--- src/rtl/traffic_pkg.sv ---
// traffic_pkg
//   Shared definitions for the traffic light monitor slice:
//   light codes, direction and phase encodings, error bit indices
//   and the error vector width.
package traffic_pkg;

  localparam int ERR_W = 7;

  // One-hot light codes: [2]=red, [1]=yellow, [0]=green
  localparam logic [2:0] LT_RED = 3'b100;
  localparam logic [2:0] LT_YEL = 3'b010;
  localparam logic [2:0] LT_GRN = 3'b001;

  typedef enum logic [1:0] {
    DIR_N = 2'd0,
    DIR_S = 2'd1,
    DIR_E = 2'd2,
    DIR_W = 2'd3
  } dir_e;

  typedef enum logic [1:0] {
    PH_ALLRED = 2'd0,
    PH_GREEN  = 2'd1,
    PH_YELLOW = 2'd2
  } phase_e;

  // Bit positions inside err_flags
  localparam int ERR_INVALID        = 0;
  localparam int ERR_CONFLICT       = 1;
  localparam int ERR_SKIP_YELLOW    = 2;
  localparam int ERR_BAD_ORDER      = 3;
  localparam int ERR_YELLOW_TIME    = 4;
  localparam int ERR_GREEN_SHORT    = 5;
  localparam int ERR_ALLRED_TIMEOUT = 6;

endpackage

--- src/rtl/traffic_light_monitor_if.sv ---
// traffic_light_monitor_if
//   Bundles the observed light codes, the clear strobe and the monitor
//   results.
//   master : drives north/south/east/west_light and clear, reads results
//   slave  : the monitor; reads lights/clear, drives active_dir, phase,
//            dwell, err_flags, err_pulse, rotations
interface traffic_light_monitor_if #(
  parameter int CNT_W = 8
);
  import traffic_pkg::*;

  logic [2:0]       north_light;
  logic [2:0]       south_light;
  logic [2:0]       east_light;
  logic [2:0]       west_light;
  logic             clear;
  logic [1:0]       active_dir;
  logic [1:0]       phase;
  logic [CNT_W-1:0] dwell;
  logic [ERR_W-1:0] err_flags;
  logic             err_pulse;
  logic [15:0]      rotations;

  modport master (
    output north_light, south_light, east_light, west_light, clear,
    input  active_dir, phase, dwell, err_flags, err_pulse, rotations
  );

  modport slave (
    input  north_light, south_light, east_light, west_light, clear,
    output active_dir, phase, dwell, err_flags, err_pulse, rotations
  );

endinterface

--- src/rtl/traffic_light_decode.sv ---
// traffic_light_decode
//   Classifies one 3-bit light code.
//   code_i    : light code, [2]=red [1]=yellow [0]=green
//   is_red_o  : code is exactly red
//   is_yel_o  : code is exactly yellow
//   is_grn_o  : code is exactly green
//   invalid_o : code is none of the three legal one-hot values
module traffic_light_decode
  import traffic_pkg::*;
(
  input  logic [2:0] code_i,
  output logic       is_red_o,
  output logic       is_yel_o,
  output logic       is_grn_o,
  output logic       invalid_o
);

  assign is_red_o  = (code_i == LT_RED);
  assign is_yel_o  = (code_i == LT_YEL);
  assign is_grn_o  = (code_i == LT_GRN);
  assign invalid_o = ~(is_red_o | is_yel_o | is_grn_o);

endmodule

--- src/rtl/traffic_light_monitor.sv ---
// traffic_light_monitor
//   Observes a four-way controller's lights, tracks the active direction
//   through ALLRED -> GREEN -> YELLOW -> ALLRED, times each phase and
//   raises sticky violation flags.
//   clock : rising-edge clock
//   reset : asynchronous, active-low
//   mon   : traffic_light_monitor_if.slave (lights, clear in; results out)
//   Optional macro TLM_ALLRED_WATCHDOG_EN builds the all-red watchdog
//   (err_flags[6]) and its ALLRED_MAX parameter; otherwise bit 6 is 0.
module traffic_light_monitor
  import traffic_pkg::*;
#(
  parameter int CNT_W      = 8,
  parameter int GREEN_MIN  = 8,
  parameter int YELLOW_MIN = 2,
  parameter int YELLOW_MAX = 6
`ifdef TLM_ALLRED_WATCHDOG_EN
  , parameter int ALLRED_MAX = 16
`endif
) (
  input logic                    clock,
  input logic                    reset,
  traffic_light_monitor_if.slave mon
);

  // Thresholds are compared against dwell+1, which needs one extra bit
  localparam logic [CNT_W:0] GREEN_MIN_C  = (CNT_W+1)'(GREEN_MIN);
  localparam logic [CNT_W:0] YELLOW_MIN_C = (CNT_W+1)'(YELLOW_MIN);
  localparam logic [CNT_W:0] YELLOW_MAX_C = (CNT_W+1)'(YELLOW_MAX);
`ifdef TLM_ALLRED_WATCHDOG_EN
  localparam logic [CNT_W:0] ALLRED_MAX_C = (CNT_W+1)'(ALLRED_MAX);
`endif

  logic [3:0][2:0] lights;
  logic [3:0]      is_red, is_yel, is_grn, invalid;

  assign lights = {mon.west_light, mon.east_light, mon.south_light, mon.north_light};

  generate
    for (genvar gi = 0; gi < 4; gi++) begin : g_dec
      traffic_light_decode u_dec (
        .code_i   (lights[gi]),
        .is_red_o (is_red[gi]),
        .is_yel_o (is_yel[gi]),
        .is_grn_o (is_grn[gi]),
        .invalid_o(invalid[gi])
      );
    end
  endgenerate

  phase_e           phase_q, phase_d;
  dir_e             dir_q, dir_d;
  logic [CNT_W-1:0] dwell_q, dwell_d, dwell_sat;
  logic [CNT_W:0]   dwell_inc;
  logic [ERR_W-1:0] err_flags_q, err_flags_d, err_set;
  logic             err_pulse_q, err_pulse_d;
  logic [15:0]      rot_q, rot_d;
  logic             rot_inc;
  logic             yel_over_q, yel_over_d;
`ifdef TLM_ALLRED_WATCHDOG_EN
  logic             ar_over_q, ar_over_d;
`endif

  logic [3:0] nonred;
  logic       any_invalid, multi_nonred, all_red, sole_grn;
  dir_e       sole_dir;

  assign nonred       = is_yel | is_grn;
  assign any_invalid  = |invalid;
  // Clearing the lowest set bit leaves something only if two or more are set
  assign multi_nonred = |(nonred & (nonred - 4'd1));
  assign all_red      = &is_red;
  assign sole_grn     = |is_grn;
  assign dwell_inc    = {1'b0, dwell_q} + 1'b1;
  assign dwell_sat    = (&dwell_q) ? dwell_q : dwell_inc[CNT_W-1:0];

  always_comb begin
    sole_dir = DIR_N;
    for (int i = 3; i >= 0; i--) begin
      if (nonred[i]) sole_dir = dir_e'(i[1:0]);
    end
  end

  always_comb begin
    phase_d    = phase_q;
    dir_d      = dir_q;
    dwell_d    = dwell_sat;
    err_set    = '0;
    rot_inc    = 1'b0;
    yel_over_d = yel_over_q;
`ifdef TLM_ALLRED_WATCHDOG_EN
    ar_over_d  = ar_over_q;
`endif

    if (any_invalid || multi_nonred) begin
      // Garbage on the lights: flag it and restart from a safe ALLRED
      err_set[ERR_INVALID]  = any_invalid;
      err_set[ERR_CONFLICT] = multi_nonred;
      phase_d = PH_ALLRED;
      dwell_d = '0;
    end else begin
      case (phase_q)
        PH_ALLRED: begin
          if (all_red) begin
`ifdef TLM_ALLRED_WATCHDOG_EN
            if (dwell_inc > ALLRED_MAX_C && !ar_over_q) begin
              err_set[ERR_ALLRED_TIMEOUT] = 1'b1;
              ar_over_d = 1'b1;
            end
`else
            err_set[ERR_ALLRED_TIMEOUT] = 1'b0;
`endif
          end else begin
            dir_d   = sole_dir;
            dwell_d = '0;
            if (sole_grn) begin
              phase_d = PH_GREEN;
            end else begin
              phase_d = PH_YELLOW;
              err_set[ERR_BAD_ORDER] = 1'b1;
            end
          end
        end
        PH_GREEN: begin
          if (all_red) begin
            err_set[ERR_SKIP_YELLOW] = 1'b1;
            phase_d = PH_ALLRED;
            dwell_d = '0;
          end else if (sole_dir != dir_q) begin
            err_set[ERR_CONFLICT] = 1'b1;
            phase_d = PH_ALLRED;
            dwell_d = '0;
          end else if (!sole_grn) begin
            if (dwell_inc < GREEN_MIN_C) err_set[ERR_GREEN_SHORT] = 1'b1;
            phase_d = PH_YELLOW;
            dwell_d = '0;
          end
        end
        PH_YELLOW: begin
          if (all_red) begin
            if (dwell_inc < YELLOW_MIN_C) err_set[ERR_YELLOW_TIME] = 1'b1;
            rot_inc = 1'b1;
            phase_d = PH_ALLRED;
            dwell_d = '0;
          end else if (sole_dir != dir_q) begin
            err_set[ERR_CONFLICT] = 1'b1;
            phase_d = PH_ALLRED;
            dwell_d = '0;
          end else if (sole_grn) begin
            err_set[ERR_BAD_ORDER] = 1'b1;
            phase_d = PH_GREEN;
            dwell_d = '0;
          end else if (dwell_inc > YELLOW_MAX_C && !yel_over_q) begin
            err_set[ERR_YELLOW_TIME] = 1'b1;
            yel_over_d = 1'b1;
          end
        end
        default: begin
          phase_d = PH_ALLRED;
          dwell_d = '0;
        end
      endcase
    end

    // dwell_d is zero only on a phase (re)entry, which re-arms the
    // once-per-phase overrun detectors
    if (dwell_d == '0) begin
      yel_over_d = 1'b0;
`ifdef TLM_ALLRED_WATCHDOG_EN
      ar_over_d  = 1'b0;
`endif
    end
  end

  // A violation in the same cycle as clear survives the clear
  assign err_flags_d = (mon.clear ? '0 : err_flags_q) | err_set;
  assign err_pulse_d = |(err_flags_d & ~err_flags_q);
  assign rot_d       = (mon.clear ? 16'd0 : rot_q) + {15'd0, rot_inc};

  always_ff @(posedge clock or negedge reset) begin
    if (!reset) begin
      phase_q     <= PH_ALLRED;
      dir_q       <= DIR_N;
      dwell_q     <= '0;
      err_flags_q <= '0;
      err_pulse_q <= 1'b0;
      rot_q       <= '0;
      yel_over_q  <= 1'b0;
`ifdef TLM_ALLRED_WATCHDOG_EN
      ar_over_q   <= 1'b0;
`endif
    end else begin
      phase_q     <= phase_d;
      dir_q       <= dir_d;
      dwell_q     <= dwell_d;
      err_flags_q <= err_flags_d;
      err_pulse_q <= err_pulse_d;
      rot_q       <= rot_d;
      yel_over_q  <= yel_over_d;
`ifdef TLM_ALLRED_WATCHDOG_EN
      ar_over_q   <= ar_over_d;
`endif
    end
  end

  assign mon.phase      = phase_q;
  assign mon.active_dir = dir_q;
  assign mon.dwell      = dwell_q;
  assign mon.err_flags  = err_flags_q;
  assign mon.err_pulse  = err_pulse_q;
  assign mon.rotations  = rot_q;

endmodule

--- src/flat_wrapper.sv ---
// flat-port wrapper written by rule: the top's interface ports become plain ports
module traffic_light_monitor_flat import traffic_pkg::*;
#(
  parameter int CNT_W      = 8,
  parameter int GREEN_MIN  = 8,
  parameter int YELLOW_MIN = 2,
  parameter int YELLOW_MAX = 6

)
  (clock, reset, mon_north_light, mon_south_light, mon_east_light, mon_west_light, mon_clear, mon_active_dir, mon_phase, mon_dwell, mon_err_flags, mon_err_pulse, mon_rotations);
  traffic_light_monitor_if #(.CNT_W(CNT_W)) mon_i ();
  input logic clock;
  input logic reset;
  input wire logic [$bits(mon_i.north_light)-1:0] mon_north_light;
  input wire logic [$bits(mon_i.south_light)-1:0] mon_south_light;
  input wire logic [$bits(mon_i.east_light)-1:0] mon_east_light;
  input wire logic [$bits(mon_i.west_light)-1:0] mon_west_light;
  input wire logic [$bits(mon_i.clear)-1:0] mon_clear;
  output wire logic [$bits(mon_i.active_dir)-1:0] mon_active_dir;
  output wire logic [$bits(mon_i.phase)-1:0] mon_phase;
  output wire logic [$bits(mon_i.dwell)-1:0] mon_dwell;
  output wire logic [$bits(mon_i.err_flags)-1:0] mon_err_flags;
  output wire logic [$bits(mon_i.err_pulse)-1:0] mon_err_pulse;
  output wire logic [$bits(mon_i.rotations)-1:0] mon_rotations;
  assign mon_i.north_light = mon_north_light;
  assign mon_i.south_light = mon_south_light;
  assign mon_i.east_light = mon_east_light;
  assign mon_i.west_light = mon_west_light;
  assign mon_i.clear = mon_clear;
  assign mon_active_dir = mon_i.active_dir;
  assign mon_phase = mon_i.phase;
  assign mon_dwell = mon_i.dwell;
  assign mon_err_flags = mon_i.err_flags;
  assign mon_err_pulse = mon_i.err_pulse;
  assign mon_rotations = mon_i.rotations;
  traffic_light_monitor #(.CNT_W(CNT_W), .GREEN_MIN(GREEN_MIN), .YELLOW_MIN(YELLOW_MIN), .YELLOW_MAX(YELLOW_MAX)) u_core (.clock(clock), .reset(reset), .mon(mon_i));
endmodule
--- config.mk ---
export PLATFORM = sky130hd
export DESIGN_NAME = traffic_light_monitor_flat
export DESIGN_NICKNAME = d
export VERILOG_FILES = /design/src/rtl/traffic_pkg.sv /design/src/rtl/traffic_light_monitor_if.sv /design/src/rtl/traffic_light_decode.sv /design/src/rtl/traffic_light_monitor.sv /design/src/flat_wrapper.sv
export SDC_FILE = /design/constraint.sdc
export NUM_CORES = 1
export LEC_CHECK = 0
export ABC_AREA = 1
export CAP_MARGIN = 40
export CORE_AREA = 4 4 61 90
export DETAILED_ROUTE_END_ITERATION = 10
export DIE_AREA = 0 0 65 94
export PLACE_DENSITY = 0.78
export RECOVER_POWER = 50
export SKIP_LAST_GASP = 1
export SLEW_MARGIN = 20
export SYNTH_ARGS = -nofsm -noshare
export SYNTH_HDL_FRONTEND = slang
export SYNTH_SLANG_ARGS = --single-unit
--- constraint.sdc ---
create_clock -name clock -period 3 [get_ports clock]
set_input_delay 0.6 -clock clock [delete_from_list [all_inputs] [get_ports clock]]
set_output_delay 0.6 -clock clock [all_outputs]
set_load 0.02 [all_outputs]
==> reports/qor.csv, run 1 <==
metric;value;unit
clkTransAtPathRegs;0.07;ns
worst_pin_slew;1.810;ns
yosys.area.top_type;dfrtp_1;
syn-cell-area;2338;um2
std_cell_rows;31;
synth_top_family_by_area;simple AND/OR/NAND/NOR gates;
nFillCells;420;
grt_max_degree;38;
final_period_minus_worst_setup_slack;2.740;ns
ctsLongestPathBuffers;2;
finalHoldViolations;0;
totalNegativeSetupSlack;0;ns
drt-wirelength-per-cell;11.83;um
max_cap_viol_count;1;
fp.dieArea;6110;um2
synth-xor-area-share;5.243;%
ys_types;36;
cts_tree;done;
track_usage;17.85;%
start_util;49.02;%
synth_edf_count;0;
cts_max_level;2;
period_share;91.34;%
syn_nets;327;
cp_data_required_time;3.18;ns
ioPinCount;51;
postCtsHoldBufs;0;
fin_skew;0.003061;ns
die_height;94;um
gp_congestion;0.8220;
timing.fmax;0.3650;GHz
synth_compound_area_share;8.828;%
cts_buffers;5;
muxShareOfSynthArea;0.4280;%
grt_pass1_vias;2147;
arrival;2.92;ns
synth_ff_type;dfrtp_1;
criticalPathCategory;input pin to register;
ff2ff_path_depth;14;
vias;2194;
netlist_instances;305;
maxSlewHeadroom;-20.67;%
setup_violations;0;
ys_warn_count;0;
holdWs;0.1211;ns
clock_sinks;37;
dp_hpwl;4048;um
clockRootBuffer;clkbuf_8;
violations;max-capacitance violations, max-slew violations;
leakage;1.578;nW
port_buffers;50;
critical_path.max_fanout;11;
drc;0;
overflow;0;
outcome;complete, but fails checks;
area_growth;35.53;%
core-area;4771;um2
ys_seq_area_share;39.59;%
slew_viol_final;35;
clk_latency;0.29;ns
synthArstFlopShare;100.0;%
fp.dieW;65;um
vias_per_cell;4.919;
synthAdderAreaFrac;3.745;%
drt-total-wl;5274;um
drt-pass1-iter-count;6;
r2r_slack;0.55;ns
drt_iter0_drc;84;
drtAntennaViolNets;0;
fin_util;66.43;%
synthSimpleGateAreaFrac;31.62;%
synthTopCellsByArea;dfrtp_1, nand2_1, inv_1;
avgSynthCellArea;7.667;um2
drive_gt1_share;17.11;%
rr_endpoint;u_core.mon.rotations[14];
antenna_found_initial;0;
start_kind;input pin;
ir_drop;0.1935;mV
antenna_cells;0;
power;1.040;mW
hp-class;input pin to asynchronous set/reset pin;
synth.top_cell.area_share;39.59;%
nets;401;
synth_seq_cells;37;
end_kind;register;
rr_startpoint;u_core.mon.phase[0];
grt_pass1_wl;8666;um
power_density;328.3;nW/um2
==> critical path, stage by stage <==
cell and delay, ns:
dlygate4sd3_1 0.56, clkbuf_1 0.32, inv_2 0.24, nand2_1 0.12, nor3_2 0.24, nand2_2 0.10
nor4_4 0.25, nand4_1 0.15, nor2_1 0.12, nand2_1 0.06, xor2_1 0.14
==> final cells by class <==
type	instances	area (um2)	share of cell area [%]
repair buffers	70	651.9	20.57
well taps	66	82.58	2.606
flip-flops and latches	37	925.9	29.21
inverters	58	220.2	6.948
multi-input cells	207	1187	37.47
clock buffers	7	96.34	3.040
clock inverters	1	5.005	0.1579
==> metal layers <==
layer,vias up,wire length (um),GRT usage [%]
met5,-,0,0
met4,0,115,8.113
met3,12,215,2.874
met2,60,2843,34.07
met1,1005,2100,18.53
li1,1117,-,-
==> cells in the mapped netlist (3+ instances only) <==
master,count
a21oi_1,9
dfrtp_1,37
ha_1,7
inv_1,48
inv_2,9
nand2_1,60
nand2_2,3
nand3_1,19
nand3b_1,3
nand4_1,8
nor2_1,34
nor2_2,4
nor3_1,9
nor3_4,4
o21ai_0,7
o21ai_1,7
o22ai_1,3
xnor2_1,4
xor2_1,10
==> state kept, by name, summed over array words and instances (netlist names) <==
signal and flops:
u_core.yel_over_q 1, u_core.mon.phase 2, u_core.mon.active_dir 2, u_core.mon.rotations 16
u_core.mon.err_pulse 1, u_core.mon.err_flags 7, u_core.mon.dwell 8
==> cells in the final DEF (no fill, tap or decap), types with 2 or more instances in the layout <==
cell,n
nand2_1,59
nand4_1,8
inv_2,14
clkdlybuf4s50_1,42
dlymetal6s2s_1,6
a31oi_1,2
o21ai_1,7
a21oi_1,9
xnor2_1,4
nand2_2,4
nand3b_1,3
nor2_1,33
dfrtp_1,37
clkbuf_8,7
o21ai_0,7
ha_1,6
o22ai_1,3
buf_4,18
nand3_1,18
nor3_4,4
nand3_2,3
nor3_1,9
clkbuf_1,3
nor2_2,5
xor2_1,10
inv_1,43
==> per-stage QoR <==
stage               cell area, um2  instances  setup WS [ns]
floorplan                     2338        305         0.4157
global placement              3010        434      -0.003252
detailed placement            3010        434       -0.07956
CTS                           3112        442         0.2349
global route                  3169        446       -0.02464
finish                        3169        446         0.2599
==> worst max path at each step <==
stage                     cells past startpoint                        to               start
after floorplan                              15  u_core.mon.rotations[14]  mon_north_light[1]
after detailed placement                     16  u_core.mon.rotations[14]  mon_south_light[1]
after CTS                                    16  u_core.mon.rotations[14]  mon_north_light[1]
final                                        11  u_core.mon.rotations[14]           mon_clear
after global routing                         16  u_core.mon.rotations[14]   mon_west_light[0]
after global placement                       16  u_core.mon.rotations[14]  mon_north_light[1]
==> where the power goes <==
group | switching (mW) | total [mW] | internal (mW)
clock network | 0.176 | 0.383 | 0.208
registers | 0.00690 | 0.514 | 0.507
logic | 0.0834 | 0.143 | 0.0599
total | 0.266 | 1.04 | 0.774
==> kinds of logic after synthesis <==
group	count (synthesis)
AO/OA/AOI/OAI	35
XOR/XNOR	14
adder cells (fa/ha/maj)	7
buffers and inverters	61
flip-flops	37
multiplexers	1
AND/OR/NAND/NOR	150
==> timing repair <==
| action | CTS | global route |
|---|---|---|
| resized for setup | 0 | 16 |
| buffers inserted | 0 | 3 |
| setup endpoints to repair | 0 | 2 |
Power figures use the tool's default switching activity.
==> run 2, diff against run 1 <==
Settings changed: CORE_AREA 4 4 61 90 to 4 4 64 96, DIE_AREA 0 0 65 94 to 0 0 68 100, PLACE_DENSITY 0.78 to 0.75.
==> run 2 against run 1 <==
Net effect: the run still ends with max-capacitance violations, max-slew violations left; first-iteration DRC count is 71% higher; sequential share of layout area is 0.37 points higher; global-route usage is 2.0 points lower; clock skew is 0.0029 ns higher; sequential power hardly changed; highest routed layer unchanged; register-to-register slack worse by 0.08 ns; clock power is 10% lower; critical endpoint unchanged; sequential cell count stayed put; cell count is 0.45% higher; fmax is 4.1% lower; worst setup slack worse by 0.12 ns.
==> reports/qor.csv, run 2 (synthesis gave the netlist of run 1 again) <==
metric;value;unit;change
rr_endpoint;u_core.mon.rotations[14];;unchanged
violations;max-capacitance violations, max-slew violations;;unchanged
r2r_slack;0.47;ns;was 0.55 ns
die_height;100;um;was 94 um
largest_reg_flops;16;;unchanged
grt_pass1_wl;8521;um;was 8666 um
end_kind;register;;unchanged
grt_max_degree;38;;unchanged
slew_viol_final;38;;was 35
drt-total-wl;5100;um;was 5274 um
crit_start;mon_east_light[0];;was mon_clear
drt-wirelength-per-cell;11.38;um;was 11.83 um
holdWs;0.4956;ns;was 0.1211 ns
drt_iter0_drc;144;;was 84
cts_buffers;5;;unchanged
power_density;320.1;nW/um2;was 328.3 nW/um2
vias_per_cell;4.886;;was 4.919
layout_commonest_cell;nand2_1;;unchanged
fp.dieW;68;um;was 65 um
ff2ff_path_depth;14;;unchanged
fp.dieArea;6800;um2;was 6110 um2
core-area;5368;um2;was 4771 um2
nets;400;;was 401
gp_congestion;0.8337;;was 0.8220
cts_tree;done;;unchanged
std_cell_rows;33;;was 31
fin_skew;0.005913;ns;was 0.003061 ns
vias;2189;;was 2194
worst_pin_slew;1.964;ns;was 1.810 ns
antenna_found_initial;0;;unchanged
drive_gt1_share;15.08;%;was 17.11%
area_growth;33.81;%;was 35.53%
start_util;43.57;%;was 49.02%
totalNegativeSetupSlack;0;ns;unchanged
cts_max_level;2;;unchanged
start_kind;input pin;;unchanged
antenna_cells;0;;unchanged
clk_latency;0.28;ns;was 0.29 ns
drtAntennaViolNets;0;;unchanged
leakage;1.505;nW;was 1.578 nW
port_buffers;50;;unchanged
outcome;complete, but fails checks;;unchanged
power;1.002;mW;was 1.040 mW
final_period_minus_worst_setup_slack;2.856;ns;was 2.740 ns
ir_drop;0.1637;mV;was 0.1935 mV
cp_data_required_time;3.17;ns;was 3.18 ns
arrival;3.02;ns;was 2.92 ns
rr_startpoint;u_core.mon.phase[0];;unchanged
dp_hpwl;4124;um;was 4048 um
timing.fmax;0.3501;GHz;was 0.3650 GHz
grt_pass1_vias;2118;;was 2147
clkTransAtPathRegs;0.07;ns;about the same
ioPinCount;51;;unchanged
clockRootBuffer;clkbuf_8;;unchanged
critical_path.max_fanout;2;;was 11
max_cap_viol_count;1;;unchanged
overflow;0;;unchanged
setup_violations;0;;unchanged
postCtsHoldBufs;0;;unchanged
final_cell_mix;nand2_1, clkdlybuf4s50_1, inv_1;;was nand2_1, inv_1, clkdlybuf4s50_1
crit_path_end;u_core.mon.rotations[14];;unchanged
track_usage;15.90;%;was 17.85%
finalHoldViolations;0;;unchanged
criticalPathCategory;input pin to register;;unchanged
drt-pass1-iter-count;4;;was 6
period_share;95.21;%;was 91.34%
hp-class;register to register;;was input pin to asynchronous set/reset pin
ctsLongestPathBuffers;2;;unchanged
drc;0;;unchanged
clock_sinks;37;;unchanged
maxSlewHeadroom;-30.91;%;was -20.67%
run 2: worst max-delay path: stages:
cell and delay (ns):
clkdlybuf4s50_1 0.42, inv_1 0.08, nand3_1 0.10, inv_1 0.07, nand4_1 0.13, nor2_2 0.17, ha_2 0.19, ha_1 0.14
inv_1 0.06, nor3_2 0.14, nand2_1 0.11, nor4_2 0.28, nand4_1 0.18, nor2_1 0.15, nand2_1 0.07, xor2_1 0.14
run 2: power by group:
part	total, mW	leakage [nW]	switching [mW]	internal, mW
registers	0.514	0.509	0.00661	0.507
logic	0.144	0.952	0.0829	0.0613
clock network	0.344	0.0443	0.162	0.182
run 2: per-layer routing:
layer | up-vias | GRT usage [%] | wire length [um]
met1 | 1004 | 17.04 | 2016
met3 | 7 | 3.359 | 256
met5 | - | 0 | 0
li1 | 1118 | - | -
met2 | 60 | 29.64 | 2757
met4 | 0 | 5.207 | 70
run 2: metrics by stage:
stage	cell area [um2]	utilization, %	setup slack, ns	instances
after floorplan	2338	-	0.4157	305
final	3129	58.30	0.1438	448
after CTS	3122	58.16	0.1703	447
after global placement	3035	56.55	0.02816	440
after detailed placement	3035	56.55	-0.1228	440
after global routing	3129	58.30	-0.03262	448
run 2: how the worst min path moves through the flow:
stage                                to  slack, ns                     from  cells past startpoint
2_1_floorplan  u_core.mon.active_dir[0]       0.30                    reset                      0
3_3_place_gp    u_core.mon.err_flags[6]       0.48  u_core.mon.err_flags[6]                      2
3_5_place_dp    u_core.mon.err_flags[6]       0.49  u_core.mon.err_flags[6]                      2
4_1_cts         u_core.mon.err_flags[6]       0.50  u_core.mon.err_flags[6]                      2
5_1_grt         u_core.mon.err_flags[6]       0.52  u_core.mon.err_flags[6]                      2
6_report        u_core.mon.rotations[4]       0.50  u_core.mon.rotations[4]                      1
run 2: area by class of cell:
type	instances	area [um2]
multi-input combinational	207	1171
clock buffer	7	86.33
sequential	37	925.9
timing repair buffer	69	638.1
inverter	58	220.2
fill	510	2238
tap	70	87.58
run 2: timing repair:
item	CTS	global route
endpoints found under the setup margin	0	2
resized for setup	0	5
buffers inserted	0	1
==> run 3, diff against run 2 <==
Settings changed: PLACE_DENSITY 0.75 to 0.71.
==> run 3 against run 2 <==
Net effect: the run now ends clean; design area about the same; critical path depth decreased by 4; total power increased by 0.61%; fmax grew 3.8%; clock skew fell by 0.0011 ns; sequential share of layout area hardly changed; first-iteration DRC count is 63% lower; worst setup slack gained 0.10 ns.
==> reports/qor.csv, run 3 (synthesis gave the netlist of run 1 again) <==
metric;value;unit;change
leakage;1.551;nW;was 1.505 nW
timing.fmax;0.3635;GHz;was 0.3501 GHz
vias;2188;;was 2189
worst_pin_slew;0.9148;ns;was 1.964 ns
p_comb_share;14.0;%;was 14.4%
clk_latency;0.29;ns;was 0.28 ns
outcome;finished clean;;was complete, but fails checks
power_density;321.8;nW/um2;was 320.1 nW/um2
dp_cells;440;;unchanged
port_buffers;50;;unchanged
crit_path_top_delay_cell;dlygate4sd3_1;;was clkdlybuf4s50_1
nFillCells;507;;was 510
crit_family;simple AND/OR/NAND/NOR gates;;unchanged
end_kind;register;;unchanged
final_area;3132;um2;was 3129 um2
ff2ff_path_depth;14;;unchanged
period_share;91.71;%;was 95.21%
hold_start;u_core.mon.err_flags[6];;was u_core.mon.rotations[4]
drt-total-wl;5121;um;was 5100 um
max_cap_viol_count;0;;was 1
postCtsHoldBufs;0;;unchanged
slew_viol_final;0;;was 38
start_util;43.57;%;unchanged
final_period_minus_worst_setup_slack;2.751;ns;was 2.856 ns
seqCellArea;925.9;um2;unchanged
drive_gt1_share;14.59;%;was 15.08%
die_height;100;um;unchanged
p_int;748.6;uW;was 750.6 uW
gp_congestion;0.8267;;was 0.8337
multi_input_area;1182;um2;was 1171 um2
ir_drop;0.1580;mV;was 0.1637 mV
drtAntennaViolNets;0;;unchanged
drt_iter0_drc;53;;was 144
power_frac_clock;35.1;%;was 34.3%
antenna_found_initial;0;;unchanged
swShare;25.72;%;was 25.06%
hp-class;register to register;;unchanged
final_cell_mix;nand2_1, inv_1, dfrtp_1;;was nand2_1, clkdlybuf4s50_1, inv_1
cp_data_required_time;3.18;ns;was 3.17 ns
start_kind;input pin;;unchanged
rr_startpoint;u_core.mon.phase[0];;unchanged
p_sw;259.1;uW;was 251.0 uW
layout_commonest_cell;nand2_1;;unchanged
nets;399;;was 400
core-area;5368;um2;unchanged
vias_per_cell;4.895;;was 4.886
seqPwrFrac;50.9;%;was 51.3%
place_area;3035;um2;unchanged
largest_reg_flops;16;;unchanged
fp.dieW;68;um;unchanged
cts_tree;done;;unchanged
arrival;2.93;ns;was 3.02 ns
power;1.008;mW;was 1.002 mW
overflow;0;;unchanged
clock_sinks;37;;unchanged
dp_hpwl;4126;um;was 4124 um
ioPinCount;51;;unchanged
area_growth;33.92;%;was 33.81%
clkTransAtPathRegs;0.07;ns;about the same
cp_num_buf_inv;3;;was 4
layout.cells.non_filler;447;;was 448
drt-pass1-iter-count;4;;unchanged
criticalPathCategory;input pin to register;;unchanged
crit_path_end;u_core.mon.rotations[14];;unchanged
rsz0062_at_grt;true;;
crit_top_cell;nand2_1;;was inv_1
cts_buffers;5;;unchanged
grt_pass1_wl;8928;um;was 8521 um
cts_max_level;2;;unchanged
drt-wirelength-per-cell;11.46;um;was 11.38 um
rr_endpoint;u_core.mon.rotations[14];;unchanged
path_cells;dlygate4sd3_1, clkbuf_1, nor2_2, ha_1, inv_1, nor3_2, nand2_1, nor4_4, nand4_1, nor2_1, nand2_1, xor2_1;;was clkdlybuf4s50_1, inv_1, nand3_1, inv_1, nand4_1, nor2_2, ha_2, ha_1, inv_1, nor3_2, nand2_1, nor4_2, nand4_1, nor2_1, nand2_1, xor2_1
std_cell_rows;33;;unchanged
finalHoldViolations;0;;unchanged
maxSlewHeadroom;39.01;%;was -30.91%
holdWs;0.4909;ns;was 0.4956 ns
antenna_cells;0;;unchanged
slowest_delay;0.58;ns;was 0.42 ns
crit_start;mon_clear;;was mon_east_light[0]
r2r_slack;0.51;ns;was 0.47 ns
fp.dieArea;6800;um2;unchanged
grt_pass1_vias;2222;;was 2118
path_depth;12;;was 16
setup_violations;0;;unchanged
ctsLongestPathBuffers;2;;unchanged
clockRootBuffer;clkbuf_8;;unchanged
drc;0;;unchanged
fin_skew;0.004776;ns;was 0.005913 ns
track_usage;16.94;%;was 15.90%
critical_path.max_fanout;11;;was 2
grt_max_degree;38;;unchanged
-- run 3: worst min path at each step --
stage	to	depth (start not counted)
after floorplan	u_core.mon.active_dir[0]	0
after global placement	u_core.mon.err_flags[6]	2
after detailed placement	u_core.mon.err_flags[6]	2
after CTS	u_core.mon.err_flags[6]	2
after global routing	u_core.mon.rotations[4]	1
final	u_core.mon.err_flags[6]	2
-- run 3: cell type report --
cell class,instances,share of cell area [%]
multi-input combinational,207,37.75
sequential,37,29.56
timing repair buffer,68,20.10
inverter,58,7.032
tap,70,2.797
clock buffer,7,2.757
-- run 3: worst register-to-register path, cell delays in order, from the launching register on --
cell     delay, ns
dfrtp_1       0.42
inv_1         0.13
ha_1          0.20
inv_1         0.09
nor2_2        0.14
ha_1          0.18
ha_1          0.15
inv_1         0.07
nor3_2        0.23
nand2_1       0.14
nor4_4        0.18
nand4_1       0.14
nor2_1        0.11
nand2_1       0.06
xor2_1        0.14
-- run 3: layer usage --
metal / wire (um) / up-vias / GRT usage [%] / part of all wire, %
li1: - / 1119 / - / -
met1: 1956 / 1006 / 17.54 / 38
met2: 2813 / 53 / 30.83 / 55
met3: 240 / 10 / 3.919 / 4.7
met4: 110 / 0 / 7.963 / 2.1
met5: 0 / - / 0 / 0
-- run 3: per-stage QoR --
| stage | utilization [%] | setup TNS [ns] | worst slack (ns) |
|---|---|---|---|
| 2_1_floorplan | - | 0 | 0.4157 |
| 4_1_cts | 58.16 | 0 | 0.2135 |
| 3_3_place_gp | 56.55 | 0 | 0.002079 |
| 3_5_place_dp | 56.55 | -0.1223 | -0.06084 |
| 6_report | 58.35 | 0 | 0.2487 |
| 5_1_grt | 58.35 | -0.01599 | -0.01599 |
-- run 3: repair_timing --
action | 4_1_cts | 5_1_grt
buffers inserted | 0 | 0
setup endpoints to repair | 0 | 3
gates resized for setup | 0 | 3
-- run 3: power groups by stage --
| stage | clock [mW] | sequential (mW) | combinational (mW) |
|---|---|---|---|
| after floorplan | 0 | 0.532 | 0.0662 |
| after CTS | 0.364 | 0.513 | 0.147 |
| after detailed placement | 0 | 0.523 | 0.146 |
| after global routing | 0.386 | 0.514 | 0.158 |
| final | 0.353 | 0.513 | 0.141 |
| after global placement | 0 | 0.523 | 0.143 |
